<file path="src/rtl/cdc_xfer_pkg.sv">
// Shared types and counter sizing for the CDC transfer arbiter.
// The state enum includes ERR so the type is the same whether or not CDC_XFER_TIMEOUT_EN is defined.
package cdc_xfer_pkg;

  typedef enum logic [1:0] {
    IDLE     = 2'd0,
    SETTLE   = 2'd1,
    WAIT_ACK = 2'd2,
    ERR      = 2'd3
  } xfer_state_t;

  localparam int CNT_W_MIN = 1;

  // Bits needed to hold 0..max_val; a zero-width counter is never allowed.
  function automatic int cnt_width(input int max_val);
    int w;
    w = $clog2(max_val + 1);
    return (w < CNT_W_MIN) ? CNT_W_MIN : w;
  endfunction

endpackage

</file>
<file path="src/rtl/cdc_xfer_arbiter_rr.sv">
// Round-robin pick for cdc_xfer_arbiter. The first valid requester at or after rr_ptr wins,
// wrapping modulo NREQ. This block is purely combinational.
module cdc_rr_arbiter #(
  parameter int NREQ = 4,
  localparam int IDW = $clog2(NREQ)
) (
  input  logic [NREQ-1:0] req_valid,
  input  logic [IDW-1:0]  rr_ptr,
  output logic [NREQ-1:0] grant,
  output logic [IDW-1:0]  grant_idx,
  output logic            grant_any
);

  logic [IDW-1:0] cand_idx [NREQ];
  logic [NREQ-1:0] cand_vld;

  genvar gi;
  generate
    for (gi = 0; gi < NREQ; gi++) begin : g_cand
      assign cand_idx[gi] = IDW'((int'(rr_ptr) + gi) % NREQ);
      assign cand_vld[gi] = req_valid[cand_idx[gi]];
    end
  endgenerate

  // Scan from farthest to nearest so the candidate closest to rr_ptr is written last and wins.
  always_comb begin
    grant_idx = '0;
    grant_any = 1'b0;
    for (int k = NREQ - 1; k >= 0; k--) begin
      if (cand_vld[k]) begin
        grant_idx = cand_idx[k];
        grant_any = 1'b1;
      end
    end
    grant = grant_any ? (NREQ'(1) << grant_idx) : '0;
  end

endmodule

</file>
<file path="src/rtl/cdc_xfer_arbiter.sv">
// Source-side controller that shares one CDC data channel between NREQ requesters using a 2-phase toggle handshake.
// Defining CDC_XFER_TIMEOUT_EN adds an ack timeout, a sticky tmo_err output, a tmo_clr input and an ERR state.
module cdc_xfer_arbiter
  import cdc_xfer_pkg::*;
#(
  parameter int WIDTH       = 8,
  parameter int NREQ        = 4,
  parameter int SETTLE_CYC  = 2,
  parameter int TIMEOUT_CYC = 1024,
  localparam int IDW        = $clog2(NREQ)
) (
  input  logic              src_clk,
  input  logic              src_rst,
  input  logic [NREQ-1:0]   req_valid,
  output logic [NREQ-1:0]   req_ready,
  input  logic [NREQ*WIDTH-1:0] req_data,
  input  logic              ack_tgl_sync,
  output logic [WIDTH-1:0]  xfer_data,
  output logic [IDW-1:0]    xfer_id,
  output logic              req_tgl,
  output logic              busy,
  output logic              done_pulse
`ifdef CDC_XFER_TIMEOUT_EN
  ,
  output logic              tmo_err,
  input  logic              tmo_clr
`endif
);

  localparam int SCW = cnt_width(SETTLE_CYC);

  generate
    if (NREQ < 2) begin : g_bad_nreq
      $error("cdc_xfer_arbiter: NREQ must be at least 2");
    end
    if (SETTLE_CYC < 1) begin : g_bad_settle
      $error("cdc_xfer_arbiter: SETTLE_CYC must be at least 1");
    end
    if (TIMEOUT_CYC < 1) begin : g_bad_tmo
      $error("cdc_xfer_arbiter: TIMEOUT_CYC must be at least 1");
    end
  endgenerate

  xfer_state_t    state_reg;
  logic [IDW-1:0] rr_ptr_reg;
  logic [SCW-1:0] settle_cnt_reg;
  logic [NREQ-1:0] grant;
  logic [IDW-1:0] grant_idx;
  logic           grant_any;
  logic [IDW-1:0] rr_ptr_next;
  logic [WIDTH-1:0] req_word [NREQ];

  genvar gi;
  generate
    for (gi = 0; gi < NREQ; gi++) begin : g_word
      assign req_word[gi] = req_data[gi*WIDTH +: WIDTH];
    end
  endgenerate

  cdc_rr_arbiter #(.NREQ(NREQ)) u_rr (
    .req_valid (req_valid),
    .rr_ptr    (rr_ptr_reg),
    .grant     (grant),
    .grant_idx (grant_idx),
    .grant_any (grant_any)
  );

  assign req_ready   = (state_reg == IDLE) ? grant : '0;
  assign busy        = (state_reg != IDLE);
  assign rr_ptr_next = (grant_idx == IDW'(NREQ - 1)) ? '0 : grant_idx + 1'b1;

`ifdef CDC_XFER_TIMEOUT_EN
  localparam int TCW = cnt_width(TIMEOUT_CYC);
  logic [TCW-1:0] tmo_cnt_reg;
`endif

  always_ff @(posedge src_clk or posedge src_rst) begin
    if (src_rst) begin
      state_reg      <= IDLE;
      rr_ptr_reg     <= '0;
      settle_cnt_reg <= '0;
      xfer_data      <= '0;
      xfer_id        <= '0;
      req_tgl        <= 1'b0;
      done_pulse     <= 1'b0;
`ifdef CDC_XFER_TIMEOUT_EN
      tmo_cnt_reg    <= '0;
      tmo_err        <= 1'b0;
`endif
    end else begin
      done_pulse <= 1'b0;
      case (state_reg)
        IDLE: begin
          if (grant_any) begin
            xfer_data      <= req_word[grant_idx];
            xfer_id        <= grant_idx;
            rr_ptr_reg     <= rr_ptr_next;
            settle_cnt_reg <= SCW'(SETTLE_CYC);
            state_reg      <= SETTLE;
          end
        end
        SETTLE: begin
          settle_cnt_reg <= settle_cnt_reg - 1'b1;
          if (settle_cnt_reg == SCW'(1)) begin
            req_tgl   <= ~req_tgl;
            state_reg <= WAIT_ACK;
`ifdef CDC_XFER_TIMEOUT_EN
            tmo_cnt_reg <= '0;
`endif
          end
        end
        WAIT_ACK: begin
          if (ack_tgl_sync == req_tgl) begin
            done_pulse <= 1'b1;
            state_reg  <= IDLE;
          end
`ifdef CDC_XFER_TIMEOUT_EN
          else if (tmo_cnt_reg == TCW'(TIMEOUT_CYC - 1)) begin
            tmo_err   <= 1'b1;
            state_reg <= ERR;
          end else begin
            tmo_cnt_reg <= tmo_cnt_reg + 1'b1;
          end
`endif
        end
        ERR: begin
`ifdef CDC_XFER_TIMEOUT_EN
          // Only leave once the channel is quiescent again, otherwise a stale ack would complete the next word.
          if (tmo_clr && (ack_tgl_sync == req_tgl)) begin
            tmo_err     <= 1'b0;
            tmo_cnt_reg <= '0;
            state_reg   <= IDLE;
          end
`else
          state_reg <= IDLE;
`endif
        end
        default: state_reg <= IDLE;
      endcase
    end
  end

endmodule

</file>
<file path="config.mk">
export PLATFORM = sky130hd
export DESIGN_NAME = cdc_xfer_arbiter
export DESIGN_NICKNAME = d
export VERILOG_FILES = /design/src/rtl/cdc_xfer_pkg.sv /design/src/rtl/cdc_xfer_arbiter_rr.sv /design/src/rtl/cdc_xfer_arbiter.sv
export SDC_FILE = /design/constraint.sdc
export NUM_CORES = 1
export LEC_CHECK = 0
export ABC_CLOCK_PERIOD_IN_PS = 2000
export CAP_MARGIN = 40
export CORE_ASPECT_RATIO = 0.6
export CORE_MARGIN = 2
export CORE_UTILIZATION = 38
export CTS_BUF_LIST = sky130_fd_sc_hd__clkbuf_8
export DETAILED_ROUTE_END_ITERATION = 6
export PLACE_DENSITY = 0.79
export RECOVER_POWER = 100
export SETUP_SLACK_MARGIN = 0.4
export SLEW_MARGIN = 20
export SYNTH_ARGS = -nofsm -noshare
export SYNTH_HDL_FRONTEND = slang
export SYNTH_HIERARCHICAL = 1
export SYNTH_SLANG_ARGS = --single-unit
</file>
<file path="constraint.sdc">
create_clock -name src_clk -period 2 [get_ports src_clk]
set_input_delay 0.4 -clock src_clk [delete_from_list [all_inputs] [get_ports src_clk]]
set_output_delay 0.4 -clock src_clk [all_outputs]
set_load 0.01 [all_outputs]
</file>
==> After elaboration in Yosys (flattened, before gate mapping) <==
Index checks and enable logic that the tools add are counted.
W data, S select, Z words.
{ "totals": {"regBits": 18, "latch_bits": 0, "mem_bits_rw": 0, "rom_bits": 0, "output_inout_bits": 17, "wordCells": 66, "mem_count": 0} }
{ "classes": {"n_addsub": 5, "multipliers": 0, "n_div": 0, "n_lt_le_gt_ge": 5, "eq_ne": 9, "shifts": 1, "n_mux": 30, "bitwise": 2, "reduce_logical": 7} }
{ "op_table": {"columns": ["operator", "count"], "rows": [
  ["$mux W2", 9],
  ["$bmux W8 S2", 1],
  ["$mux W8", 2],
  ["$lt A2 B3 Y1 const B", 4],
  ["$mux W1", 10],
  ["$bmux W1 S2", 4],
  ["$mux W4", 2],
  ["$pmux W2 S4", 1],
  ["$eq A2 B2 Y1 const B", 3],
  ["$ne A2 B2 Y1 const B", 3],
  ["$reduce_and A2 Y1", 3],
  ["$add A2 B1 Y2 const B", 2],
  ["$add A2 B2 Y2 const B", 2],
  ["$eq A2 B1 Y1 const B", 2],
  ["$pmux W2 S2", 1],
  ["$reduce_bool A2 Y1", 2],
  ["$shl A1 B2 Y4 const A", 1],
  ["$ge A3 B3 Y1 const B", 1],
  ["$not A2 Y3", 1],
  ["$reduce_and A3 Y1", 1],
  ["$logic_not A2 Y1", 1],
  ["$sub A2 B1 Y2 const B", 1],
  ["$eq A1 B1 Y1", 1],
  ["$not A1 Y1", 1]
]} }

==> Longest topological paths before layout <==
{ "depth": {"word_depth": 11, "mapped_depth": 7} }

==> By module <==
The synthesis kept the hierarchy.
{ "modules_own_cells": {"columns": ["module", "instances", "cells_each", "area_per_inst_um2", "seq_area_each_um2"], "rows": [
  ["cdc_xfer_arbiter", 1, 64, 987.2, 450.4],
  ["cdc_rr_arbiter", 1, 29, 182.7, 0.0]
]} }

==> Least setup slack after synthesis <==
Ideal clock, no wire load.
{ "synth_timing": {"path_type": "register to register", "startpoint": "reg rr_ptr_reg[0]", "endpoint": "reg xfer_data[0]", "setup_time_ns": 0.125, "arrival_ns": 1.851, "setup_slack_ns": 0.024, "path_stages_with_launch": 7, "n_path_buf": 1, "synth_period_minus_slack_ns": 1.976, "path_cell_list": "dfrtp_1 nor2_1 o21bai_1 a221oi_2 buf_6 mux4_2 mux2_4"} }
{ "synth_between": {"elab_chain_len": 11} }
{ "synth_lines": {"columns": ["element", "line_no", "text"], "rows": [
  ["start, declared", "cdc_xfer_arbiter.sv:45", "logic [IDW-1:0] rr_ptr_reg;"],
  ["start signal, assigned", "cdc_xfer_arbiter.sv:97", "rr_ptr_reg <= rr_ptr_next;"],
  ["$add A2 B2 Y2", "cdc_xfer_arbiter_rr.sv:20", "assign cand_idx[gi] = IDW'((int'(rr_ptr) + gi) % NREQ);"],
  ["$bmux W1 S2", "cdc_xfer_arbiter_rr.sv:21", "assign cand_vld[gi] = req_valid[cand_idx[gi]];"],
  ["$mux W1 (not written as such)", "cdc_xfer_arbiter_rr.sv:21", null],
  ["$mux W2 (3 in a row)", "cdc_xfer_arbiter_rr.sv:30", "if (cand_vld[k]) begin"],
  ["$mux W2 (*)", "cdc_xfer_arbiter_rr.sv:30", null],
  ["via grant_idx[0]", "cdc_xfer_arbiter.sv:48", "logic [IDW-1:0] grant_idx;"],
  ["$not A2 Y3 (not written as such) (*)", "cdc_xfer_arbiter.sv:95", "xfer_data <= req_word[grant_idx];"],
  ["$bmux W8 S2 (*)", "cdc_xfer_arbiter.sv:95", null],
  ["$mux W8 (not written as such) (*) (2 in a row)", "cdc_xfer_arbiter.sv:95", null],
  ["end signal, assigned", "cdc_xfer_arbiter.sv:95", null],
  ["end, declared", "cdc_xfer_arbiter.sv:18", "output logic [WIDTH-1:0] xfer_data,"]
]} }
Mark *: on every way through the listed nets, which the timed path passes. The rest lies on a longest branch. The select of a mux whose other input is x is not followed.
A chain may end at the register's enable or synchronous reset.

==> Final worst setup path <==
{ "layout_timing": {"startpoint": "reg rr_ptr_reg[1]", "endpoint": "reg xfer_data[5]"} }
Same word-level chain as after synthesis.

==> results.cfg <==
[setup_path]
path_buf_inv = 1
reg2reg_to = xfer_data[5]
crit_chain = nor2_2 -> o21bai_1 -> a221oi_2 -> buf_6 -> mux4_2 -> mux2_4
worstSetupPathType = reg2reg
cp_max_fo = 9
slowest_stage = mux4_2
reg2reg_depth = 6
worstReg2RegStart = rr_ptr_reg[1]
critPathMaxStageDelay_ns = 0.52
path_delay_family = multiplexers
start_kind = register
reg2reg_setup_slack_ns = -0.02
cp-end-kind = register
crit_cells = 6
critPathRequiredTime_ns = 2.15
crit_arrival_ns = 2.16

[routing]
drt-pass1-iter-count = 4
drc = 0
antenna_left = 0
wl_per_cell_um = 14.28
vias_per_cell = 5.049
drt-total-wl_mm = 2.914
drt_iter0_drc = 33
vias = 1030

[layout]
mostFrequentLayoutCell = clkdlybuf4s50_1
largest_register_ffs = 8
final_cell_mix = 32 x clkdlybuf4s50_1, 16 x dfrtp_1, 11 x dlygate4sd3_1
drive_above_1_share_pct = 33.33
largest_register = xfer_data
regArea_um2 = 452.9
synthToLayoutAreaGrowth_pct = 61.07
multi_input_area_um2 = 684.4
fillerInstances = 225
antennaDiodeCount = 0
layout.nets = 204

[place]
dp_hpwl_mm = 2.190
port_buffers = 55
globalplace.congestion = 0.8116
dp_worst_setup_slack_ns = -0.5588

[global_route]
grt_pass1_wl_mm = 4.567
grt_max_degree = 19
overflow = 0
grtUsageTotal_pct = 18.21
antenna_found_initial = 0
grt_pass1_vias = 988

[logic_synthesis]
ys_seq_elements = 18
ys_seq_area_share_pct = 38.50
synth_top_area_share_pct = 38.50
syn_area_per_cell_um2 = 12.58
synth_area_leaders = dfrtp_1 39%, mux4_2 15%, mux2_4 10%
synth_nets = 134
yosysTopAreaCell = dfrtp_1
syn_inst = 93
yosys_warnings = 6
synth.distinct_cells = 36
syn_area_um2 = 1170

[sta]
relSlewSlack_pct = 53.53
period_share_pct = 100.8
finalHoldViolCount = 0
finalMaxSlewViolations = 0
fmax_ghz = 0.4961
finalClockSkew_ns = 0.003390
finalSetupViolations = 4
rsz0062_at_grt = yes
hold_slack_ns = 0.5045
fin_ws_ns = -0.01585
period_needed_ns = 2.016
worst_pin_slew_ns = 0.6963

[floorplanning]
die_y_um = 46.98
dieArea_um2 = 3553
ios = 56
rows = 15
initial_core_util_pct = 40.22
core_um2 = 2909
fp.dieW_um = 75.63

[cts]
cts_tree = done
cts_buffers = 3
root_buffer = clkbuf_8
h-tree-depth = 1
clock_latency_ns = 0.26
cts.clk_slew.worst_paths_ns = 0.07
cts.sinks = 18
clock_path_buffers = 2

[outcome]
violations = setup timing
status = finished, violations left

[worst_hold_path]
hold_depth = 1
hold_class = reg2reg
hold_path_startpoint = xfer_data[0]
worst_hold_path.endpoint = xfer_data[0]

[power]
p_total_uw = 2411
power_leakage_uw = 0.0008117
power_density_nw_per_um2 = 1279
ir_worst_vdd_uv = 578.4

[run]
maxCapViolCount = 0
-- where the power goes --
part           total [uW]  switching [uW]  internal, uW
Clock                 298             123           175
Sequential            668             117           551
Combinational        1440             580           864
-- through the flow --
stage               instance area [um^2]  setup TNS (ns)  utilization [%]  cells
detailed placement                  1829          -7.124            62.88    198
global route                        1884         -0.5034            64.77    204
finish                              1884        -0.03065            64.77    204
floorplan                           1170               0                -     93
global placement                    1829          -5.909            62.88    198
CTS                                 1912        -0.02234            65.72    203
-- how the worst max path moves through the flow --
| stage | from | end | slack [ns] |
|---|---|---|---|
| 6_report | rr_ptr_reg[1] | xfer_data[5] | -0.02 |
| 5_1_grt | rr_ptr_reg[1] | xfer_data[5] | -0.06 |
| 4_1_cts | rr_ptr_reg[1] | xfer_data[5] | -0.01 |
| 3_5_place_dp | req_valid[3] | req_ready[2] | -0.56 |
| 3_3_place_gp | req_valid[3] | req_ready[2] | -0.45 |
| 2_1_floorplan | rr_ptr_reg[0] | xfer_data[0] | 0.02 |
-- cell type report --
class / instances / share of cell area (%)
Timing Repair Buffer: 70 / 33.13
Clock buffer: 4 / 2.922
Inverter: 4 / 0.7968
Sequential cell: 18 / 24.04
Multi-Input combinational cell: 66 / 36.32
Tap cell: 42 / 2.789
-- kinds of logic after synthesis --
kind of cell    count (synthesis)  synth area share, %
compound gates                 16                10.59
flops                          18                38.50
fa+ha+maj                       2                2.139
simple gates                   25                12.09
mux                            21                30.37
xor+xnor                        2                1.498
buf+inv                         9                4.812
-- worst register-to-register path, stage by stage, from the launching register on --
cell and delay, ns:
dfrtp_2 0.43, nor2_2 0.06, o21bai_1 0.17, a221oi_2 0.25, buf_6 0.21, mux4_2 0.52, mux2_4 0.27
-- cell usage after synthesis, drive strengths merged --
cell / instances
a21o: 1
mux4: 8
nand2b: 4
o21a: 1
inv: 4
o21ai: 2
o22a: 2
o21ba: 1
and2: 4
nor2b: 2
a221oi: 1
nand3b: 1
buf: 5
a21oi: 3
mux2i: 1
mux2: 12
nand2: 2
a21boi: 1
xnor2: 2
and3b: 1
nor3: 2
nor3b: 1
o221a: 1
ha: 2
dfrtp: 18
nor2: 7
o22ai: 1
o21bai: 1
and3: 1
o31a: 1
-- per-layer routing --
| metal | up-vias | wire length, um | GRT usage, % |
|---|---|---|---|
| met2 | 46 | 1415 | 28.87 |
| li1 | 483 | - | - |
| met4 | 0 | 65 | 7.368 |
| met3 | 10 | 226 | 8.155 |
| met5 | - | 0 | 0 |
| met1 | 491 | 1208 | 22.18 |
-- timing repair --
item	4_1_cts	5_1_grt
buffers inserted	1	1
hold buffers	0	0
endpoints found under the hold margin	0	0
pin swaps	3	1
endpoints found under the setup margin	21	18
gates resized for setup	37	15
No activity file was read; power rests on OpenSTA's default activity.
